### config.mk
export PLATFORM = sky130hd
export DESIGN_NAME = multicycle_ctrl
export DESIGN_NICKNAME = d
export VERILOG_FILES = /design/src/rtl/multicycle_ctrl.sv
export SDC_FILE = /design/constraint.sdc
export NUM_CORES = 1
export LEC_CHECK = 0
export CORE_UTILIZATION = 45
export DETAILED_ROUTE_END_ITERATION = 10
export GPL_ROUTABILITY_DRIVEN = 0
export GPL_TIMING_DRIVEN = 0
export HOLD_SLACK_MARGIN = 0.12
export PLACE_DENSITY = 0.84
export SLEW_MARGIN = 15
export SYNTH_ARGS = -nofsm -noshare
export SYNTH_HDL_FRONTEND = slang
export SYNTH_SLANG_ARGS = --single-unit
export TNS_END_PERCENT = 10
### constraint.sdc
create_clock -name clk -period 3.5 [get_ports clk]
set_input_delay 0.35 -clock clk [delete_from_list [all_inputs] [get_ports clk]]
set_output_delay 0.35 -clock clk [all_outputs]
set_load 0.005 [all_outputs]
### src/rtl/multicycle_ctrl.sv
// Multi-cycle MIPS main control FSM with memory wait counter, stall and illegal-opcode flag.
// Optional BNE dispatch is enabled by defining MCCTRL_BNE_EN.
module multicycle_ctrl #(
    parameter int MEM_LAT = 1
) (
    input  logic       clk,
    input  logic       reset,
    input  logic       en,
    input  logic [5:0] op,
    output logic       iord,
    output logic       irwrite,
    output logic       pcwrite,
    output logic       branch,
    output logic       branchne,
    output logic       memwrite,
    output logic       regwrite,
    output logic       regdst,
    output logic       memtoreg,
    output logic       alusrca,
    output logic [1:0] alusrcb,
    output logic [1:0] pcsrc,
    output logic [1:0] aluop,
    output logic       illegal,
    output logic [3:0] state
);

    localparam logic [3:0] FETCH   = 4'd0;
    localparam logic [3:0] DECODE  = 4'd1;
    localparam logic [3:0] MEMADR  = 4'd2;
    localparam logic [3:0] MEMRD   = 4'd3;
    localparam logic [3:0] MEMWB   = 4'd4;
    localparam logic [3:0] MEMWR   = 4'd5;
    localparam logic [3:0] EXECUTE = 4'd6;
    localparam logic [3:0] ALUWB   = 4'd7;
    localparam logic [3:0] BEQEX   = 4'd8;
    localparam logic [3:0] ADDIEX  = 4'd9;
    localparam logic [3:0] ADDIWB  = 4'd10;
    localparam logic [3:0] JEX     = 4'd11;
    localparam logic [3:0] BNEEX   = 4'd12;

    localparam logic [5:0] OP_R    = 6'b000000;
    localparam logic [5:0] OP_LW   = 6'b100011;
    localparam logic [5:0] OP_SW   = 6'b101011;
    localparam logic [5:0] OP_BEQ  = 6'b000100;
    localparam logic [5:0] OP_ADDI = 6'b001000;
    localparam logic [5:0] OP_J    = 6'b000010;
    localparam logic [5:0] OP_BNE  = 6'b000101;

    localparam logic [3:0] LAST = 4'(MEM_LAT - 1);

    typedef struct packed {
        logic       iord;
        logic       irwrite;
        logic       pcwrite;
        logic       branch;
        logic       branchne;
        logic       memwrite;
        logic       regwrite;
        logic       regdst;
        logic       memtoreg;
        logic       alusrca;
        logic       illegal;
        logic [1:0] alusrcb;
        logic [1:0] pcsrc;
        logic [1:0] aluop;
    } ctl_t;

    ctl_t       c;
    logic [3:0] st, st_nxt, cnt, cur;
    logic       cnt_last, op_legal, gate;

    assign cnt_last = (cnt == LAST);
    assign gate     = en & ~reset;
    // Outputs look like FETCH while reset is held, even before the reset edge lands.
    assign cur      = reset ? FETCH : st;

    always_comb begin
        case (op)
            OP_R, OP_LW, OP_SW, OP_BEQ, OP_ADDI, OP_J: op_legal = 1'b1;
`ifdef MCCTRL_BNE_EN
            OP_BNE:                                    op_legal = 1'b1;
`endif
            default:                                   op_legal = 1'b0;
        endcase
    end

    always_comb begin
        st_nxt = st;
        case (st)
            FETCH:   if (cnt_last) st_nxt = DECODE;
            DECODE: begin
                case (op)
                    OP_R:         st_nxt = EXECUTE;
                    OP_LW, OP_SW: st_nxt = MEMADR;
                    OP_BEQ:       st_nxt = BEQEX;
                    OP_ADDI:      st_nxt = ADDIEX;
                    OP_J:         st_nxt = JEX;
`ifdef MCCTRL_BNE_EN
                    OP_BNE:       st_nxt = BNEEX;
`endif
                    default:      st_nxt = FETCH;
                endcase
            end
            MEMADR:  st_nxt = (op == OP_LW) ? MEMRD : MEMWR;
            MEMRD:   if (cnt_last) st_nxt = MEMWB;
            MEMWR:   if (cnt_last) st_nxt = FETCH;
            EXECUTE: st_nxt = ALUWB;
            ADDIEX:  st_nxt = ADDIWB;
            default: st_nxt = FETCH;
        endcase
    end

    // Counter only survives a cycle in which the state stays put (the wait states).
    always_ff @(posedge clk) begin
        if (reset) begin
            st  <= FETCH;
            cnt <= 4'd0;
        end else if (en) begin
            st  <= st_nxt;
            cnt <= (st_nxt == st) ? cnt + 4'd1 : 4'd0;
        end
    end

    always_comb begin
        c = '0;
        case (cur)
            FETCH: begin
                c.alusrcb = 2'b01;
                c.irwrite = cnt_last;
                c.pcwrite = cnt_last;
            end
            DECODE: begin
                c.alusrcb = 2'b11;
                c.illegal = ~op_legal;
            end
            MEMADR: begin
                c.alusrca = 1'b1;
                c.alusrcb = 2'b10;
            end
            MEMRD:   c.iord = 1'b1;
            MEMWB: begin
                c.memtoreg = 1'b1;
                c.regwrite = 1'b1;
            end
            MEMWR: begin
                c.iord     = 1'b1;
                c.memwrite = 1'b1;
            end
            EXECUTE: begin
                c.alusrca = 1'b1;
                c.aluop   = 2'b10;
            end
            ALUWB: begin
                c.regdst   = 1'b1;
                c.regwrite = 1'b1;
            end
            BEQEX: begin
                c.alusrca = 1'b1;
                c.aluop   = 2'b01;
                c.pcsrc   = 2'b01;
                c.branch  = 1'b1;
            end
`ifdef MCCTRL_BNE_EN
            BNEEX: begin
                c.alusrca  = 1'b1;
                c.aluop    = 2'b01;
                c.pcsrc    = 2'b01;
                c.branchne = 1'b1;
            end
`endif
            ADDIEX: begin
                c.alusrca = 1'b1;
                c.alusrcb = 2'b10;
            end
            ADDIWB:  c.regwrite = 1'b1;
            JEX: begin
                c.pcsrc   = 2'b10;
                c.pcwrite = 1'b1;
            end
            default: ;
        endcase
        // Stall or reset: suppress every side effect, keep the selects.
        if (!gate) begin
            c.irwrite  = 1'b0;
            c.pcwrite  = 1'b0;
            c.memwrite = 1'b0;
            c.regwrite = 1'b0;
            c.branch   = 1'b0;
            c.branchne = 1'b0;
            c.illegal  = 1'b0;
        end
    end

    assign iord     = c.iord;
    assign irwrite  = c.irwrite;
    assign pcwrite  = c.pcwrite;
    assign branch   = c.branch;
    assign branchne = c.branchne;
    assign memwrite = c.memwrite;
    assign regwrite = c.regwrite;
    assign regdst   = c.regdst;
    assign memtoreg = c.memtoreg;
    assign alusrca  = c.alusrca;
    assign alusrcb  = c.alusrcb;
    assign pcsrc    = c.pcsrc;
    assign aluop    = c.aluop;
    assign illegal  = c.illegal;
    assign state    = cur;

endmodule

==> impl_results.md <==
* Aggregate global-route resource usage at 24.9%
* Sequential area share after synthesis at 17.1%
* Std cell rows at 16
* Post_cts resized at 0
* Crit end category: output pin
* Non-Filler Instances at 190
* Post-CTS Hold Fix Bufs at 0
* Postcts setup bufs at 0
* Fillers at roughly 180
* First-pass GRT wire length at 4080 um
* Setup violators final at 0
* Crit path max-delay family: buffers and inverters
* CP required at 3.15 ns
* DR pass1 iterations at 4
* DRC violations left at 0
* Initial Util at 47.8%
* Worst-skew pair later-pin latency at 0.25 ns
* Routed Antenna Nets at 0
* Mapped Area at between 900 and 1000 um2
* Seq cells post-synth at 8
* Class of the worst hold path: flop to flop
* Final min period at approximately 2.6 ns
* Outcome: finished clean
* GR peak layer: met2
* Sw Ratio at 32.6%
* RSZ-0062 raised after global routing: no
* Mapped Nets at 143
* Avg Vias per Cell at between 5 and 6
* CTS Buf Count at 3
* Post-synth top area cell: dfxtp_1
* Die area at 2270 um2
* Largest net degree at the start of global routing at 11
* Cell breakdown of the critical path: clkdlybuf4s50_1 > inv_1 > nor3_1 > nand2_1 > nor3_1 > a21o_1 > clkdlybuf4s50_1
* Crit path largest cell delay at 0.55 ns
* Die width at 47.7 um
* Number of distinct library cells after synthesis at 45
* Setup crit start kind: primary input
* Area Overhead vs Synth at 35.9%
* HPWL after DPL at 2050 um
* Synth top area cells: dfxtp_1, nor2_1, nand3_1
* Final worst-path cycle share at between 70% and 80%
* Clock transition at path regs at 0.06 ns
* Top-Level Pins at 30
* Via count at 1,111
* GRT met2 Usage at 47.1%
* Clock power share at roughly 26%
* Max-slew violations at 0
* Met1 usage at 31.3%
* Final wirelength at 2670 um
* Vias in the first global route at approximately 910
* Avg Inst Size Synth at 7.11 um2
* Worst Path Max Fanout at 8
* Crit-path slowest cell: clkdlybuf4s50_1
* Max Freq at 378 MHz
* Clk sinks at 8
* Data arrival, critical path at roughly 2.3 ns
* Buf/Inv on CP at 3
* Path type of the worst setup path: primary input to output pin
* TNS Setup at 0 ns
* Diodes inserted at 0
* Met3 usage at 4.15%
* Sequential group share of total power at 36.9%
* Clk root buf: clkbuf_4
* Core Region at between 1500 and 2000 um2
* Drt wl/cell at 14.0 um
* DIE HEIGHT at 47.7 um
* Syn Inst Count at 132
* Final WS setup at 0.855 ns
* Final hold violation count at 0
* Placed cell count at 187
* Area fraction of the dominant cell type after synthesis at 17.1%
* MaxCap Viol Count at 0
* Number of port buffers at 28
* Post-synth top flop: dfxtp_1
* Max Root-Sink Buffers at 2
* Layout cell share with drive strength beyond 1 at between 9 and 10%
* Yosys warning count at 0
* Worst Skew at 0.0101 ns
* Comb pwr share at 37.3%
* Most frequent cells in the layout: clkdlybuf4s50_1, nor2_1, nand2_1
* Overflow after GRT at 0
* Power Density at 211 nW/um2
* CTS tree: yes
* Peak supply drop at 0.200 mV
* DRT iter0 DRCs at 40
* Switch Pwr at 87.5 uW
* # nets final at 176
* Internal at 181 uW
* Number of synthesized flops with an enable pin at 0
* Post-synth ARST share at 0%
* Commonest non-fill, non-tap cell in the layout: clkdlybuf4s50_1
* H-tree Lvls at 1
* Leakage power total at 0.470 nW
* Dpl ws at roughly 0.92 ns
* Initial antenna violation count at 0
registers in the layout, summed over array words and instances, names as in the netlist:
register,cells
cnt,4
st,4
kinds of logic (layout without fill, tap and decap cells):
family,Yosys count,after routing,share of synthesized area [%]
xor gates and xnor gates,3,3,2.80
DFF,8,8,17.1
buffers and inverters,19,50,10.3
AOI/OAI and AO/OA,30,30,22.8
muxes,1,1,2.40
adders and majority gates,2,2,2.67
and+or+nand+nor,68,68,41.6
other,1,1,0.400
cells in the mapped netlist (2+ instances only):
master,count
a211oi_1,2
a21oi_1,6
a31oi_1,3
and3_1,3
and4_1,2
buf_2,2
buf_4,2
buf_6,2
clkbuf_1,4
dfxtp_1,8
ha_1,2
inv_1,9
nand2_1,10
nand2b_1,5
nand3_1,8
nor2_1,13
nor2b_1,2
nor3_1,8
nor4_1,4
nor4bb_1,2
o211ai_1,2
o21ai_0,4
o22ai_1,3
or2_1,3
xor2_1,3
metrics by stage:
step                      utilization, %  total power [mW]  instance area, um2  hold slack, ns
after global routing                65.0             0.287                1270           0.538
after detailed placement            63.8             0.199                1250           0.499
after global placement              63.8             0.196                1250           0.479
after floorplan                        -             0.158                 938           0.462
after CTS                           65.0             0.267                1270           0.507
final                               65.0             0.269                1270           0.508
cell type report:
cell class / instances / area, um2 / share of cell area, %
clock buffer: 3 / 22.5 / 1.77
sequential: 8 / 160 / 12.6
inverter: 9 / 33.8 / 2.65
multi-input combinational: 105 / 682 / 53.5
timing repair buffer: 28 / 280 / 22.0
tap: 27 / 33.8 / 2.65
buffer: 10 / 62.6 / 4.91
power groups by stage:
stage / Clock [mW] / Combinational (mW) / Sequential, mW
6_report: 0.0693 / 0.100 / 0.0992
5_1_grt: 0.0783 / 0.109 / 0.0996
4_1_cts: 0.0702 / 0.0983 / 0.0989
3_5_place_dp: 0 / 0.0976 / 0.101
3_3_place_gp: 0 / 0.0950 / 0.101
2_1_floorplan: 0 / 0.0588 / 0.0994
worst paths after layout:
path / to / startpoint / cells past startpoint / slack, ns
hold / removal: cnt[1]$_SDFFE_PP0P_ / cnt[1]$_SDFFE_PP0P_ / 2 / 0.51
setup reg to reg: cnt[2]$_SDFFE_PP0P_ / cnt[0]$_SDFFE_PP0P_ / 8 / 1.20
hold reg to reg: cnt[1]$_SDFFE_PP0P_ / cnt[1]$_SDFFE_PP0P_ / 2 / 0.51
setup / recovery: pcwrite / en / 7 / 0.86
worst min-delay path, stage by stage (launching register included):
cell,delay [ns]
dfxtp_1,0.34
nand2_1,0.07
a21oi_1,0.05
layer usage:
| layer | vias to the layer above | part of all wire, % | wire length (um) |
|---|---|---|---|
| met1 | 488 | 39 | 1040 |
| met3 | 2 | 11 | 304 |
| li1 | 542 | - | - |
| met4 | 0 | 0.037 | 1 |
| met5 | - | 0 | 0 |
| met2 | 79 | 49 | 1320 |
Power figures use the tool's default switching activity.
